$ cat src/rtl/ren_pkg.sv
// Shared types for the rename unit: default widths, the registered rename
// result and a packed RAT snapshot.
package ren_pkg;

    localparam int REN_ARCH_REGS = 32;
    localparam int REN_PHYS_REGS = 64;
    localparam int REN_NUM_CKPT  = 4;

    localparam int REN_AREG_W = $clog2(REN_ARCH_REGS);
    localparam int REN_PTAG_W = $clog2(REN_PHYS_REGS);
    localparam int REN_CKPT_W = $clog2(REN_NUM_CKPT);

    typedef logic [REN_PTAG_W-1:0] ptag_t;
    typedef logic [REN_AREG_W-1:0] areg_t;
    typedef logic [REN_CKPT_W-1:0] ckptId_t;

    typedef struct packed {
        ptag_t   pdest;
        ptag_t   oldPdest;
        ptag_t   ps1;
        ptag_t   ps2;
        ckptId_t ckptId;
        logic    ckptValid;
    } renResult_t;

    typedef logic [REN_ARCH_REGS-1:0][REN_PTAG_W-1:0] ratSnap_t;

endpackage

$ cat src/rtl/ren_freelist.sv
// Circular buffer of free physical tags. Pointers carry an extra wrap bit so
// that tail - head gives the exact number of free tags, including "all free".
module ren_freelist
    import ren_pkg::*;
#(
    parameter int ARCH_REGS = REN_ARCH_REGS,
    parameter int PHYS_REGS = REN_PHYS_REGS,
    localparam int PTAG_W   = $clog2(PHYS_REGS),
    localparam int FL_DEPTH = PHYS_REGS - ARCH_REGS,
    localparam int FL_W     = $clog2(FL_DEPTH)
) (
    input  logic              CLK,
    input  logic              RESET,
    input  logic              popReq,
    input  logic              pushReq,
    input  logic [PTAG_W-1:0] pushData,
    input  logic              restoreReq,
    input  logic [FL_W:0]     restoreHead,
    output logic [FL_W:0]     headPtr,
    output logic [PTAG_W-1:0] popData,
    output logic [PTAG_W:0]   freeCount
);

    logic [PTAG_W-1:0] fl [FL_DEPTH];
    logic [FL_W:0]     head;
    logic [FL_W:0]     tail;
    logic [FL_W:0]     count;
    logic              full;

    // Occupancy and the tag at the head are pure functions of the pointers.
    always_comb begin
        count     = tail - head;
        full      = (count == (FL_W+1)'(FL_DEPTH));
        headPtr   = head;
        popData   = fl[head[FL_W-1:0]];
        freeCount = (PTAG_W+1)'(count);
    end

    // Commit pushes append at the tail; a push into a full list is dropped.
    always_ff @(posedge CLK or negedge RESET) begin
        if (!RESET) begin
            for (int j = 0; j < FL_DEPTH; j++) begin
                fl[j] <= PTAG_W'(ARCH_REGS + j);
            end
            tail <= (FL_W+1)'(FL_DEPTH);
        end else if (pushReq && !full) begin
            fl[tail[FL_W-1:0]] <= pushData;
            tail               <= tail + 1'b1;
        end
    end

    // The head either rewinds to a checkpointed value or advances on a pop.
    always_ff @(posedge CLK or negedge RESET) begin
        if (!RESET) begin
            head <= '0;
        end else if (restoreReq) begin
            head <= restoreHead;
        end else if (popReq) begin
            head <= head + 1'b1;
        end
    end

endmodule

$ cat src/rtl/ren_ckpt_map.sv
// Single-issue rename stage: RAT lookup, tag allocation from the free list,
// and branch checkpoints of RAT plus free-list head for one-cycle recovery.
module ren_ckpt_map
    import ren_pkg::*;
#(
    parameter int ARCH_REGS = REN_ARCH_REGS,
    parameter int PHYS_REGS = REN_PHYS_REGS,
    parameter int NUM_CKPT  = REN_NUM_CKPT,
    localparam int AREG_W   = $clog2(ARCH_REGS),
    localparam int PTAG_W   = $clog2(PHYS_REGS),
    localparam int CKPT_W   = $clog2(NUM_CKPT),
    localparam int FL_DEPTH = PHYS_REGS - ARCH_REGS,
    localparam int FL_W     = $clog2(FL_DEPTH)
) (
    input  logic              CLK,
    input  logic              RESET,
    input  logic              FREEZE,
    input  logic              ren_valid_IN,
    output logic              ren_ready_OUT,
    input  logic              ren_destReqd_IN,
    input  logic              ren_isBranch_IN,
    input  logic [AREG_W-1:0] ren_dest_IN,
    input  logic [AREG_W-1:0] ren_src1_IN,
    input  logic [AREG_W-1:0] ren_src2_IN,
    output logic              out_valid_OUT,
    output logic [PTAG_W-1:0] out_pdest_OUT,
    output logic [PTAG_W-1:0] out_oldPdest_OUT,
    output logic [PTAG_W-1:0] out_ps1_OUT,
    output logic [PTAG_W-1:0] out_ps2_OUT,
    output logic              out_ckptValid_OUT,
    output logic [CKPT_W-1:0] out_ckptId_OUT,
    input  logic              tFreeL_pushReq_IN,
    input  logic [PTAG_W-1:0] tFreeL_pushData_IN,
    input  logic              recover_IN,
    input  logic [CKPT_W-1:0] recoverCkpt_IN,
    input  logic              ckptRelease_IN,
    output logic [PTAG_W:0]   freeCount_OUT
);

    logic [PTAG_W-1:0] rat      [ARCH_REGS];
    logic [PTAG_W-1:0] ratNext  [ARCH_REGS];
    logic [PTAG_W-1:0] snapRat  [NUM_CKPT][ARCH_REGS];
    logic [FL_W:0]     snapHead [NUM_CKPT];

    logic [CKPT_W:0]   ckHead;
    logic [CKPT_W:0]   ckTail;
    logic [CKPT_W:0]   ckCount;
    logic [CKPT_W:0]   ckTailRestore;
    logic [CKPT_W-1:0] ckOffset;
    logic              ckFull;

    logic              destEff;
    logic              accept;
    logic              popReq;
    logic [PTAG_W-1:0] popData;
    logic [FL_W:0]     flHead;
    logic [FL_W:0]     headAfterPop;
    logic [PTAG_W:0]   freeCount;

    renResult_t        resNext;
    renResult_t        resQ;
    logic              outValidQ;

    ren_freelist #(
        .ARCH_REGS (ARCH_REGS),
        .PHYS_REGS (PHYS_REGS)
    ) u_freelist (
        .CLK         (CLK),
        .RESET       (RESET),
        .popReq      (popReq),
        .pushReq     (tFreeL_pushReq_IN),
        .pushData    (tFreeL_pushData_IN),
        .restoreReq  (recover_IN),
        .restoreHead (snapHead[recoverCkpt_IN]),
        .headPtr     (flHead),
        .popData     (popData),
        .freeCount   (freeCount)
    );

    // Handshake, checkpoint occupancy and the ckTail value that keeps slot k live after recovery.
    always_comb begin
        destEff       = ren_destReqd_IN && (ren_dest_IN != '0);
        ckCount       = ckTail - ckHead;
        ckFull        = (ckCount == (CKPT_W+1)'(NUM_CKPT));
        ren_ready_OUT = !FREEZE && !recover_IN
                        && ((freeCount != '0) || !destEff)
                        && (!ckFull || !ren_isBranch_IN);
        accept        = ren_valid_IN && ren_ready_OUT;
        popReq        = accept && destEff;
        headAfterPop  = flHead + (FL_W+1)'(popReq);
        ckOffset      = recoverCkpt_IN - ckHead[CKPT_W-1:0];
        ckTailRestore = ckHead + {1'b0, ckOffset} + (CKPT_W+1)'(1);
    end

    // Next RAT includes this instruction's write so a branch snapshot captures it.
    always_comb begin
        ratNext = rat;
        if (popReq) begin
            ratNext[ren_dest_IN] = popData;
        end
    end

    // Rename result; register 0 is forced to tag 0 on every read.
    always_comb begin
        resNext           = '0;
        resNext.ps1       = (ren_src1_IN == '0) ? '0 : REN_PTAG_W'(rat[ren_src1_IN]);
        resNext.ps2       = (ren_src2_IN == '0) ? '0 : REN_PTAG_W'(rat[ren_src2_IN]);
        resNext.ckptValid = ren_isBranch_IN;
        resNext.ckptId    = REN_CKPT_W'(ckTail[CKPT_W-1:0]);
        if (destEff) begin
            resNext.pdest    = REN_PTAG_W'(popData);
            resNext.oldPdest = REN_PTAG_W'(rat[ren_dest_IN]);
        end
    end

    // RAT: identity after reset, restored from a snapshot on recovery.
    always_ff @(posedge CLK or negedge RESET) begin
        if (!RESET) begin
            for (int i = 0; i < ARCH_REGS; i++) begin
                rat[i] <= PTAG_W'(i);
            end
        end else if (recover_IN) begin
            for (int i = 0; i < ARCH_REGS; i++) begin
                rat[i] <= snapRat[recoverCkpt_IN][i];
            end
        end else begin
            rat <= ratNext;
        end
    end

    // Checkpoint ring: branches allocate at ckTail, releases retire ckHead, recovery trims the tail.
    always_ff @(posedge CLK or negedge RESET) begin
        if (!RESET) begin
            ckHead <= '0;
            ckTail <= '0;
            for (int c = 0; c < NUM_CKPT; c++) begin
                snapHead[c] <= '0;
                for (int i = 0; i < ARCH_REGS; i++) begin
                    snapRat[c][i] <= '0;
                end
            end
        end else if (recover_IN) begin
            ckTail <= ckTailRestore;
        end else begin
            if (accept && ren_isBranch_IN) begin
                snapRat[ckTail[CKPT_W-1:0]]  <= ratNext;
                snapHead[ckTail[CKPT_W-1:0]] <= headAfterPop;
                ckTail                       <= ckTail + 1'b1;
            end
            if (ckptRelease_IN && (ckCount != '0)) begin
                ckHead <= ckHead + 1'b1;
            end
        end
    end

    // One-cycle output register; valid only in the cycle after an accept.
    always_ff @(posedge CLK or negedge RESET) begin
        if (!RESET) begin
            outValidQ <= 1'b0;
            resQ      <= '0;
        end else begin
            outValidQ <= accept;
            if (accept) begin
                resQ <= resNext;
            end
        end
    end

    // Drive ports from the registered result.
    always_comb begin
        out_valid_OUT     = outValidQ;
        out_pdest_OUT     = PTAG_W'(resQ.pdest);
        out_oldPdest_OUT  = PTAG_W'(resQ.oldPdest);
        out_ps1_OUT       = PTAG_W'(resQ.ps1);
        out_ps2_OUT       = PTAG_W'(resQ.ps2);
        out_ckptValid_OUT = outValidQ && resQ.ckptValid;
        out_ckptId_OUT    = CKPT_W'(resQ.ckptId);
        freeCount_OUT     = freeCount;
    end

endmodule

$ cat config.mk
export PLATFORM = sky130hd
export DESIGN_NAME = ren_ckpt_map
export DESIGN_NICKNAME = d
export VERILOG_FILES = /design/src/rtl/ren_pkg.sv /design/src/rtl/ren_freelist.sv /design/src/rtl/ren_ckpt_map.sv
export SDC_FILE = /design/constraint.sdc
export NUM_CORES = 2
export LEC_CHECK = 0
export ABC_AREA = 0
export CAP_MARGIN = 25
export CORE_AREA = 5 5 386 388
export CTS_BUF_LIST = sky130_fd_sc_hd__clkbuf_16
export DETAILED_ROUTE_END_ITERATION = 8
export DIE_AREA = 0 0 391 393
export PLACE_DENSITY_LB_ADDON = 0.2
export SETUP_SLACK_MARGIN = 0.02
export SYNTH_ARGS = -nofsm -noshare
export SYNTH_HDL_FRONTEND = slang
export SYNTH_SLANG_ARGS = --single-unit
$ cat constraint.sdc
create_clock -name CLK -period 3.62 [get_ports CLK]
set_input_delay 0.362 -clock CLK [delete_from_list [all_inputs] [get_ports CLK]]
set_output_delay 0.362 -clock CLK [all_outputs]
set_load 0.01 [all_outputs]
==> run_results.csv <==
group,metric,value,unit
power,ir_drop,0.634,mV
critical_path,critPathLaunch,"u_freelist.headPtr[0]",
synth,syn_avg_cell_area,12.1,um^2
synth,synth_edf_count,0,
detailed_routing,first_pass_iters,5,
synth,syn_nets,4835,
synth,async_flop_share,1.00,
floorplan,core_area,145000,um^2
critical_path,crit_buf_inv,7,
timing,finalSetupViolCount,476,
finish,layout.nets,5123,
critical_path,critPathKind,"flop to flop",
placement,portBuffers,66,
detailed_routing,drtIter0Drc,3374,
timing,max_freq,260,MHz
placement,globalplace.congestion,0.828,
critical_path,critical_path_required,4.24,ns
timing,finClkSkew,0.0364,ns
critical_path,cpPeakStageDelay,0.54,ns
detailed_routing,via_count,39701,
finish,synthToLayoutAreaGrowth,20.7,%
timing,fin_crit_sh,1.06,
synth,synthTopCellsByArea,"dfrtp_1 (45%), mux4_2 (16%), dfstp_2 (8.8%), mux2_2 (4.4%), o21ai_0 (4.4%)",
synth,yosys_warnings,0,
global_routing,grt_pass1_vias,40388,
timing,rsz0062_at_grt,"yes",
clock_network,root_buffer,"clkbuf_16",
floorplan,die_height,393,um
synth,synth_cells,4780,
timing,hold_viol_final,0,
synth,synth_area_leader_cell,"dfrtp_1",
critical_path,arrival,4.47,ns
synth,netlist_area,57700,um^2
clock_network,cts_tree,"done",
critical_path,crit_path_start_kind,"flop",
critical_path,r2r_start,"u_freelist.headPtr[0]",
power,total_power,55.8,mW
run_status,status,"finished with violations",
clock_network,clockBufferDepth,3,
timing,relSlewSlack,0.343,
clock_network,clkLatencyLatePin,0.79,ns
floorplan,io_pins,68,
floorplan,die_x,391,um
global_routing,grt_first_pass_wirelength,261,mm
power,powerDensity,801,nW/um^2
detailed_routing,wirelength,172,mm
synth,synth_cell_types,65,
run_status,violations,"setup timing",
critical_path,cp_cell_sequence,"ha_4, fa_1, inv_2, or4_4, mux2i_4, or4b_4, buf_6, buf_12, o2111ai_4, clkbuf_16, buf_12, buf_16, buf_16, o21ai_0",
critical_path,end_kind,"flop",
clock_network,numClockSinks,1222,
clock_network,numCtsBuffers,136,
floorplan,dieArea,154000,um^2
worst_hold_path,min_path_type,"primary input to asynchronous set/reset pin",
critical_path,cp_top_family,"simple AND/OR/NAND/NOR gates",
global_routing,overflow,0,
global_routing,grt_max_degree,137,
power,leakage,30.0,nW
critical_path,cp_max_fo,18,
detailed_routing,drt-wirelength-per-cell,24.2,um
timing,tightest_slew,0.985,ns
synth,synthFlopType,"dfrtp_1",
floorplan,start_util,0.398,
synth,seq_area_frac_synth,0.534,
floorplan,rows,140,
detailed_routing,detail-route-antenna-nets,0,
run,max_cap_violations,0,
timing,whs,0.161,ns
finish,final_util,0.480,
clock_network,htreeDepth,4,
placement,dp_cells,6756,
finish,layoutNonFillerInstCount,7101,
clock_network,clkSlewWorstSetupHoldPaths,0.06,ns
global_routing,antenna_found_initial,8,
detailed_routing,drcViolationCount,0,
timing,finalWorstSetupSlack,-0.231,ns
critical_path,cp_slowest_cell,"or4b_4",
finish,layout-drive-gt1-share,0.306,
timing,slew_violations,0,
detailed_routing,vias_per_cell,5.59,
timing,period_needed,3.85,ns
global_routing,grt_use_total,0.225,
synth,synth_seq_cells,1222,
synth,synth_top_area_frac,0.446,
placement,place_hpwl,105,mm
## worst paths after layout
kind,to,slack (ns),cells past startpoint
max,snapRat[216],-0.23,14
min,ckHead[1],0.16,2
max reg2reg,snapRat[216],-0.23,14
min reg2reg,snapRat[273],0.47,2
max in group asynchronous,u_freelist.fl[74],2.21,4
min in group CLK,ckTail[2],0.16,4
## cells in the final DEF, fill, tap and decap left out, types with 16 or more instances in the layout
master,count
xnor2_1,20
inv_1,47
mux2i_1,202
mux4_2,420
a21oi_1,394
nor2b_1,16
dfrtp_1,1027
clkbuf_16,150
dfstp_2,193
clkinv_2,20
buf_16,44
ha_1,20
nand2_1,627
nand3_1,30
buf_4,319
buf_12,78
nor2_1,436
o21ai_1,93
clkdlybuf4s50_1,55
mux2_2,227
o21ai_0,510
clkinv_1,32
## registers in the layout, indices dropped and copies added (netlist names)
| register | cells |
|---|---|
| out_ckptId_OUT | 2 |
| ckHead | 3 |
| u_freelist.fl | 192 |
| rat | 192 |
| snapHead | 24 |
| out_valid_OUT | 1 |
| out_ps1_OUT | 6 |
| u_freelist.tail | 6 |
| resQ | 1 |
| ckTail | 3 |
| out_pdest_OUT | 6 |
| out_oldPdest_OUT | 6 |
| snapRat | 768 |
| out_ps2_OUT | 6 |
| u_freelist.headPtr | 6 |
## report_power, final
group | total [mW] | switching, mW | internal (mW)
Combinational | 18.3 | 9.24 | 9.03
Sequential | 23.9 | 3.68 | 20.2
Clock | 13.6 | 5.88 | 7.74
Total | 55.8 | 18.8 | 37.0
## cells by family after synthesis
family,count (synthesis),share of synthesized area
AOI/OAI and AO/OA,1051,0.0943
xor gates and xnor gates,26,0.00395
adders and majority gates,23,0.00525
buffers and inverters,423,0.0362
DFF,1222,0.534
muxes,853,0.244
other,1,0.0000650
and+or+nand+nor,1181,0.0824
## what timing repair did
action	4_1_cts	5_1_grt
setup endpoints to repair	755	961
setup buffers	26	13
cloned	39	12
hold endpoints to repair	193	0
pin swaps	8	6
gates resized for setup	79	31
hold buffers	1	0
## metal layers
metal	global-route usage	routed length, um
met1	0.324	78600
met2	0.335	75700
met3	0.0552	12200
met4	0.0745	5390
met5	0	57
## stage by stage
| step | instance area, um^2 | TNS (ns) | setup WS [ns] |
|---|---|---|---|
| 3_5_place_dp | 62900 | -57.30 | -0.250 |
| 6_report | 69700 | -53.22 | -0.231 |
| 5_1_grt | 69700 | -111.86 | -0.311 |
| 2_1_floorplan | 57700 | 0 | 0.0509 |
| 4_1_cts | 69000 | -168.01 | -0.414 |
| 3_3_place_gp | 62900 | -68.57 | -0.248 |
## final cells by class
class | count | area (um^2)
fill | 12957 | 75400
sequential | 1222 | 30800
inverter | 21 | 86.3
multi-input combinational | 3135 | 25100
tap | 1917 | 2400
clock inverter | 112 | 890
clock buffer | 139 | 3480
timing repair buffer | 552 | 6830
antenna | 3 | 7.51
## cells in the mapped netlist, types with 4 or more instances
library cell	n
buf_4	83
nor2_1	445
nand4_1	5
nand3_1	30
clkbuf_1	212
nand2_1	627
a21oi_1	395
ha_1	21
buf_2	50
o21ai_0	510
dfstp_2	193
inv_1	18
a31oi_1	6
o21ai_1	93
and2_1	4
or3_1	5
dfrtp_1	1029
nor3_1	8
mux2i_1	206
mux2_2	227
nand4_2	4
nor2b_1	16
or2_2	5
xor2_1	6
buf_1	40
o22ai_1	6
a22o_1	6
buf_6	17
o22a_1	6
a22oi_1	6
xnor2_1	20
o221ai_1	6
nor3_2	8
and3_1	4
mux4_2	420
(Power assumes the default switching activity.)
